## config.mk

```make
export PLATFORM = sky130hd
export DESIGN_NAME = ucode_sequencer
export DESIGN_NICKNAME = d
export VERILOG_FILES = /design/src/rtl/ucode_sequencer.sv
export SDC_FILE = /design/constraint.sdc
export NUM_CORES = 1
export LEC_CHECK = 0
export CAP_MARGIN = 25
export CORE_MARGIN = 1
export CORE_UTILIZATION = 37
export DETAILED_ROUTE_END_ITERATION = 7
export PLACE_DENSITY = 0.79
export SYNTH_ARGS = -nofsm -noshare
export SYNTH_HDL_FRONTEND = slang
export SYNTH_SLANG_ARGS = --single-unit
```

## constraint.sdc

```tcl
create_clock -name clk -period 2 [get_ports clk]
set_input_delay 0.3 -clock clk [delete_from_list [all_inputs] [get_ports clk]]
set_output_delay 0.3 -clock clk [all_outputs]
set_load 0.01 [all_outputs]
```

## src/rtl/ucode_sequencer.sv

```systemverilog
// ---------------------------------------------------------------------------
// ucode_sequencer
//
// Microcode sequencer that sits directly upstream of the control-store ROM.
// A start request latches a base address and a word count. The sequencer then
// walks consecutive ROM addresses and drives the ROM enable and address pins.
// Each registered ROM word is presented to the datapath through a valid/ready
// handshake. While ready stays high, one word is delivered per cycle.
//
// During a stall the ROM enable is held low, so the registered ROM output, and
// therefore ctrl_word, holds its value without an extra buffer register.
//
// Ports
//   clk         in   clock; every state update happens on the rising edge
//   rst_n       in   synchronous, active-low reset
//   start       in   one-cycle run request; only looked at while idle
//   start_addr  in   first ROM address of the run
//   count       in   number of words in the run minus one
//   abort       in   cancels the current run; wins over everything but reset
//   rom_en      out  ROM read enable
//   rom_addr    out  ROM read address (the fetch pointer)
//   rom_data    in   registered ROM output, valid one cycle after rom_en
//   ctrl_word   out  control word to the datapath (rom_data passthrough)
//   ctrl_valid  out  ctrl_word is valid
//   ctrl_ready  in   datapath accepts ctrl_word this cycle
//   ctrl_addr   out  ROM address of the word currently on ctrl_word
//   busy        out  a run is in progress
//   done        out  one-cycle pulse after the last word has been accepted
// ---------------------------------------------------------------------------
module ucode_sequencer #(
  parameter int ADDR_W = 8,
  parameter int DATA_W = 16
) (
  input  logic              clk,
  input  logic              rst_n,
  input  logic              start,
  input  logic [ADDR_W-1:0] start_addr,
  input  logic [ADDR_W-1:0] count,
  input  logic              abort,
  output logic              rom_en,
  output logic [ADDR_W-1:0] rom_addr,
  input  logic [DATA_W-1:0] rom_data,
  output logic [DATA_W-1:0] ctrl_word,
  output logic              ctrl_valid,
  input  logic              ctrl_ready,
  output logic [ADDR_W-1:0] ctrl_addr,
  output logic              busy,
  output logic              done
);

  typedef enum logic [1:0] {
    IDLE  = 2'd0,
    FETCH = 2'd1,
    ISSUE = 2'd2,
    DONE  = 2'd3
  } state_t;

  state_t            state;
  state_t            state_nxt;
  logic [ADDR_W-1:0] ptr;
  logic [ADDR_W-1:0] rem;
  logic              last_word;
  logic              load_run;
  logic              advance;

  assign last_word = (rem == '0);

  // State register. Reset is synchronous, so it is sampled only on the clock edge.
  always_ff @(posedge clk) begin
    if (!rst_n) begin
      state <= IDLE;
    end else begin
      state <= state_nxt;
    end
  end

  // Next-state logic. An abort from any active state returns straight to IDLE
  // without passing through DONE, so no done pulse is produced. A start that
  // arrives together with abort while idle is dropped.
  always_comb begin
    state_nxt = state;
    if (abort && (state != IDLE)) begin
      state_nxt = IDLE;
    end else begin
      unique case (state)
        IDLE:    if (start && !abort) state_nxt = FETCH;
        FETCH:   state_nxt = ISSUE;
        ISSUE:   if (ctrl_ready && last_word) state_nxt = DONE;
        DONE:    state_nxt = IDLE;
        default: state_nxt = IDLE;
      endcase
    end
  end

  // Output decode. In ISSUE, the next fetch is issued only when the current
  // word is being accepted. This keeps the ROM register, and therefore
  // ctrl_word, frozen during a stall. The pointer only advances on a fetch
  // that is not cancelled by abort.
  always_comb begin
    rom_en     = 1'b0;
    ctrl_valid = 1'b0;
    done       = 1'b0;
    load_run   = 1'b0;
    unique case (state)
      IDLE:    load_run = start && !abort;
      FETCH:   rom_en = 1'b1;
      ISSUE: begin
        ctrl_valid = 1'b1;
        rom_en     = ctrl_ready && !last_word;
      end
      DONE:    done = 1'b1;
      default: ;
    endcase
    advance = rom_en && !abort;
  end

  // Run bookkeeping. ptr is the next address to fetch and wraps naturally at
  // 2^ADDR_W. ctrl_addr captures the address of each fetch, so it lines up
  // with the word that comes back from the ROM one cycle later. rem counts
  // down only for fetches made in ISSUE, because the FETCH-state read is the
  // word already accounted for by count being "length minus one".
  always_ff @(posedge clk) begin
    if (!rst_n) begin
      ptr       <= '0;
      rem       <= '0;
      ctrl_addr <= '0;
    end else if (load_run) begin
      ptr <= start_addr;
      rem <= count;
    end else if (advance) begin
      ptr       <= ptr + ADDR_W'(1);
      ctrl_addr <= ptr;
      if (state == ISSUE) begin
        rem <= rem - ADDR_W'(1);
      end
    end
  end

  assign rom_addr  = ptr;
  assign ctrl_word = rom_data;
  assign busy      = (state != IDLE);

endmodule

```

==> impl_metrics.yaml, run 1 <==
floorplan:
  io_pins: 73
  rows: 23
  initial_core_util_pct: 39.3
  die_area_um2: 4570
  die-height_um: 67.6
  design.core.area_um2: 4060
  dieWidth_um: 67.6
clock_network:
  cts_tree: "built"
  clkSinkCount: 26
  clkLatencyLatePin_ps: 270
  numCtsBuffers: 3
  cts_root_buffer: "clkbuf_8"
  cts_setup_buffers: 0
  clk_pin_slew_ps: 90
  max-clock-path-buffers: 2
  htreeDepth: 1
  cts_hold_buf: 0
sta:
  relSlewSlack_pct: 68.5
  max_freq_mhz: 521
  finalCritPeriodShare_pct: 95.9
  max_slew.worst_pin.slew_ps: 469
  maxSlewViolCount: 0
  fin_skew_ps: 4.65
  finalSetupViolCount: 0
  finalHoldViolCount: 0
  fin_crit_ps: 1920
worst_setup_path:
  worst_r2r_startpoint: "rem[0]"
  path_class: "reg -> out"
  cp.arrival_ps: 1620
  end_kind: "primary output"
  required_ps: 1700
  cp-start-kind: "register"
  crit_start: "state[1]"
  crit_fanout: 3
global_route:
  grt.total_usage_pct: 17.3
  grt_remaining_overflow: 0
  grt_max_degree: 34
  grt_pass1_vias: 1311
  grt_pass1_wl_um: 6020
  antenna_found_initial: 0
synth:
  syn_nets: 235
  synth_flop_cell: "dfxtp_1"
  synth-edff-count: 0
  yosysWarnings: 0
  seq_area_frac_synth_pct: 32.7
  synthesis.area_um2: 1590
  syn_avg_cell_area_um2: 8.30
  synthArstFlopShare_pct: 0
  ys_seq_elements: 26
  synth.distinct_cells: 39
  netlist_instances: 192
cells_and_area:
  syn_to_final_growth_pct: 34.7
  nets: 270
  final_util_pct: 52.9
  layout_common_cells: "clkdlybuf4s50_1, dfxtp_1, nand2_1, o21ai_0, buf_4"
  final_common_cell: "clkdlybuf4s50_1"
  diodes: 0
  drive_above_1_share_pct: 15.5
pwr:
  vdd_ir_drop_max_uv: 357
  powerDensity_nw_per_um2: 1000
  leakagePower_nw: 0.747
  p_total_mw: 2.15
route:
  firstDrtPassIters: 4
  drt-total-wl_um: 3930
  vias_per_cell: 5.49
  wl_per_cell_um: 14.2
  drc_errors: 0
  drt_iter0_drc: 103
  vias: 1514
  antenna_left: 0
run_status:
  status: "finished clean"
run:
  maxCapViolCount: 0
place:
  hpwl_um: 2770
  gp_congestion: 0.841
  io_buffers: 40
min_path:
  min_path_type: "reg -> reg"
  holdCritStartpoint: "ctrl_addr[4]"
## worst paths after layout
kind         slack [ps]      endpoint  depth (start not counted)
min                 460  ctrl_addr[4]                          2
min reg2reg         460  ctrl_addr[4]                          2
max                  80        rom_en                          6
max reg2reg          90        rem[6]                          6
## stage by stage
stage	TNS (ps)	area, µm²	hold WS [ps]	setup slack (ps)	std cells
after floorplan	0	1590	406	85.7	192
after global placement	0	2020	445	45.6	272
after detailed placement	0	2020	454	15.2	272
after CTS	0	2100	467	18.6	276
after global routing	-2.47	2150	495	-2.47	276
final	0	2150	464	81.4	276
## final cells by class
class                           count  area (µm²)
Fill cell                         367        1910
Multi-Input combinational cell    130         920
Timing Repair Buffer               56         532
Sequential cell                    26         524
Tap cell                           50        62.6
Clock buffer                        3        41.3
Inverter                           10        37.5
Clock inverter                      1        30.0
## where the power goes
| part | total [mW] | switching [mW] | internal, mW |
|---|---|---|---|
| logic | 1.00 | 0.506 | 0.496 |
| registers | 0.710 | 0.108 | 0.602 |
| clock network | 0.439 | 0.171 | 0.268 |
| total | 2.15 | 0.785 | 1.37 |
## sequential cells by signal (all words and copies together), names as in the netlist
register   cells
rom_addr       8
state          2
ctrl_addr      8
rem            8
## layer usage
metal / share of wire, % / vias up / global-route usage [%]
met1: 47 / 701 / 23.8
met3: 6.0 / 7 / 2.87
met2: 45 / 51 / 27.0
met4: 2.0 / 0 / 5.59
met5: 0 / - / 0
li1: - / 755 / -
## critical path: stages (launching register included)
cell,delay [ps]
dfxtp_1,350
inv_2,70
ha_4,180
nor4b_4,270
a21o_1,170
nor2_1,40
dlygate4sd2_1,270
## logic make-up after synthesis
kind of cell,Yosys count,synth area share [%]
AOI/OAI and AO/OA,49,19.6
xor gates and xnor gates,2,1.10
adders and majority gates,6,4.71
buffers and inverters,36,12.7
DFF,26,32.7
muxes,9,5.73
and+or+nand+nor,64,23.5
## repair_timing
action | CTS | global route
resized for setup | 2 | 11
endpoints found under the hold margin | 0 | 0
setup endpoints to repair | 2 | 6
pin swaps | 0 | 4
## synth_stat cells (2+ instances only)
| library cell | number | area share [%] |
|---|---|---|
| a211oi_1 | 4 | 1.9 |
| a21oi_1 | 4 | 1.3 |
| a31oi_1 | 8 | 3.1 |
| and3_1 | 3 | 1.2 |
| and4_1 | 3 | 1.6 |
| buf_4 | 18 | 8.5 |
| clkbuf_1 | 8 | 1.9 |
| dfxtp_1 | 26 | 33 |
| ha_1 | 6 | 4.7 |
| inv_1 | 10 | 2.4 |
| mux2i_1 | 8 | 5.0 |
| nand2_1 | 21 | 4.9 |
| nand3_1 | 3 | 0.94 |
| nand3b_1 | 3 | 1.4 |
| nand4_1 | 2 | 0.78 |
| nor2_1 | 6 | 1.4 |
| nor3_1 | 3 | 0.94 |
| nor4_1 | 2 | 0.78 |
| o21ai_0 | 20 | 6.3 |
| o31ai_1 | 6 | 2.8 |
| or3_1 | 5 | 2.0 |
| or4_1 | 6 | 2.8 |
(Power assumes the default switching activity.)
==> inputs of run 2 (changes only) <==
Settings changed: CTS_CLUSTER_DIAMETER from default to 200.
==> results of run 2 <==
The final DEF is identical to that of run 1; final timing and power are the same.
==> inputs of run 3 (changes only) <==
Settings changed: CORE_UTILIZATION 37 to 29, PLACE_DENSITY 0.79 to 0.65.
==> run 3 against run 2 <==
  * Clock power is essentially flat
  * Worst hold slack lost 0.81 ps
  * Clock skew grew 2.4 ps
  * First-iteration DRC count decreased by 2.9%
  * Sequential share of layout area down 0.061 points
  * Critical path depth did not move
  * Maximum frequency decreased by 1.4%
  * Final cell count rose by 6.2%
  * Via count shrank 2.0%
  * Count of clock-buffer cells in the layout unchanged
  * Largest cell class unchanged
==> impl_metrics.yaml, run 3 (synthesized netlist as in run 1, its figures left out) <==
min_path:
  hold_path_end: "ctrl_addr[5]"
  hold_path_depth: 2
  min_path_type: "reg -> reg"
  holdCritStartpoint: "ctrl_addr[5]"
place:
  preCtsSetupSlack_ps: 12.8
  placed_area_um2: 2030
  hpwl_um: 2740
  gp_congestion: 0.848
  io_buffers: 40
  place_inst: 288
sta:
  rsz0062_at_grt: "yes"
  fin_skew_ps: 7.05
  finalHoldViolCount: 0
  fin_crit_ps: 1950
  hold_slack_ps: 463
  max_slew.worst_pin.slew_ps: 368
  finalSetupViolCount: 0
  finalCritPeriodShare_pct: 97.3
  fin_ws_ps: 54.7
  maxSlewViolCount: 0
  max_freq_mhz: 514
  relSlewSlack_pct: 75.1
worst_setup_path:
  worst_r2r_startpoint: "state[0]"
  rr_worst_depth: 6
  crit_fanout: 4
  cp.arrival_ps: 2140
  end_kind: "register"
  required_ps: 2200
  path_class: "reg -> reg"
  ff2ff_setup_slack_ps: 50
  cp-start-kind: "register"
  reg2reg_to: "rem[6]"
route:
  drt_iter0_drc: 100
  wl_per_cell_um: 13.0
  antenna_left: 0
  drt-total-wl_um: 3810
  vias_per_cell: 5.06
  vias: 1483
  firstDrtPassIters: 4
  drc_errors: 0
pwr:
  clkPwrFrac_pct: 21.3
  comb_power_share_pct: 44.3
  leakagePower_nw: 0.752
  p_sw_share_pct: 36.6
  p_switching_mw: 0.749
  vdd_ir_drop_max_uv: 461
  p_seq_share_pct: 34.3
  p_total_mw: 2.05
  powerDensity_nw_per_um2: 958
  p_int_mw: 1.30
clock_network:
  cts_hold_buf: 0
  numCtsBuffers: 3
  htreeDepth: 1
  cts_tree: "built"
  clkLatencyLatePin_ps: 270
  cts_root_buffer: "clkbuf_8"
  clk_pin_slew_ps: 100
  max-clock-path-buffers: 2
  clkSinkCount: 26
floorplan:
  die_area_um2: 5800
  initial_core_util_pct: 30.6
  rows: 26
  io_pins: 73
  design.core.area_um2: 5200
  dieWidth_um: 76.1
  die-height_um: 76.1
global_route:
  grt_pass1_vias: 1430
  grt.total_usage_pct: 13.6
  antenna_found_initial: 0
  grt_remaining_overflow: 0
  grt_max_degree: 34
  grt_pass1_wl_um: 6560
cells_and_area:
  syn_to_final_growth_pct: 34.1
  layout_common_cells: "clkdlybuf4s50_1, dfxtp_1, o21ai_0, nand2_1, buf_4"
  drive_above_1_share_pct: 11.7
  fin_area_um2: 2140
  diodes: 0
  fin_cells: 293
  nets: 267
  final_common_cell: "clkdlybuf4s50_1"
run:
  maxCapViolCount: 0
run_status:
  status: "finished clean"
## run 3: cell types whose count changed in the layout (fill, tap and decap cells not counted), sizes merged
cell / previous run / this run
dlymetal6s2s: 0 / 1
clkdlybuf4s50: 39 / 38
buf: 16 / 13
## run 3: through the flow
step                utilization [%]  setup TNS, ps
floorplan                         -              0
global placement               39.0              0
detailed placement             39.0              0
CTS                            40.7              0
global route                   41.1          -54.6
finish                         41.1              0
## run 3: metal layers
layer,vias to the layer above,share of wire [%],GRT usage (%)
met5,-,0,0
met4,0,0.60,4.23
met3,2,5.0,2.40
met2,40,43,21.6
met1,692,51,18.7
li1,749,-,-
## run 3: final cells by class
cell class              count  area, µm²
repair buffers             53        524
multi-input cells         130        896
flip-flops and latches     26        520
fillers                   538       3070
well taps                  70       87.6
clock inverters             1       30.0
clock buffers               3       41.3
inverters                  10       37.5
## run 3: how the worst max path moves through the flow
stage / start / end / slack (ps) / depth (start not counted)
6_report: state[0] / rem[6] / 50 / 6
5_1_grt: state[0] / rem[6] / -40 / 6
2_1_floorplan: rem[0] / rem[1] / 90 / 6
3_5_place_dp: ctrl_ready / rom_addr[6] / 10 / 6
4_1_cts: state[1] / rom_en / 4 / 6
3_3_place_gp: ctrl_ready / rom_en / 30 / 5
## run 3: worst max-delay path, cell delays in order (launching register included)
cell,delay (ps)
dfxtp_1,370
inv_1,80
ha_1,360
nand3b_1,130
a2111o_1,370
or4_1,400
a31oi_1,160
## run 3: timing repair
item	in CTS	in global routing
resized for setup	2	5
setup buffers	1	0
setup endpoints to repair	1	6
pin swaps	2	1
## run 3: power groups by stage
stage               clock [mW]  combinational (mW)  sequential (mW)
global placement             0               0.850            0.704
floorplan                    0               0.567            0.701
global route             0.466                1.01            0.718
detailed placement           0               0.860            0.706
CTS                      0.448               0.899            0.698
finish                   0.436               0.908            0.703
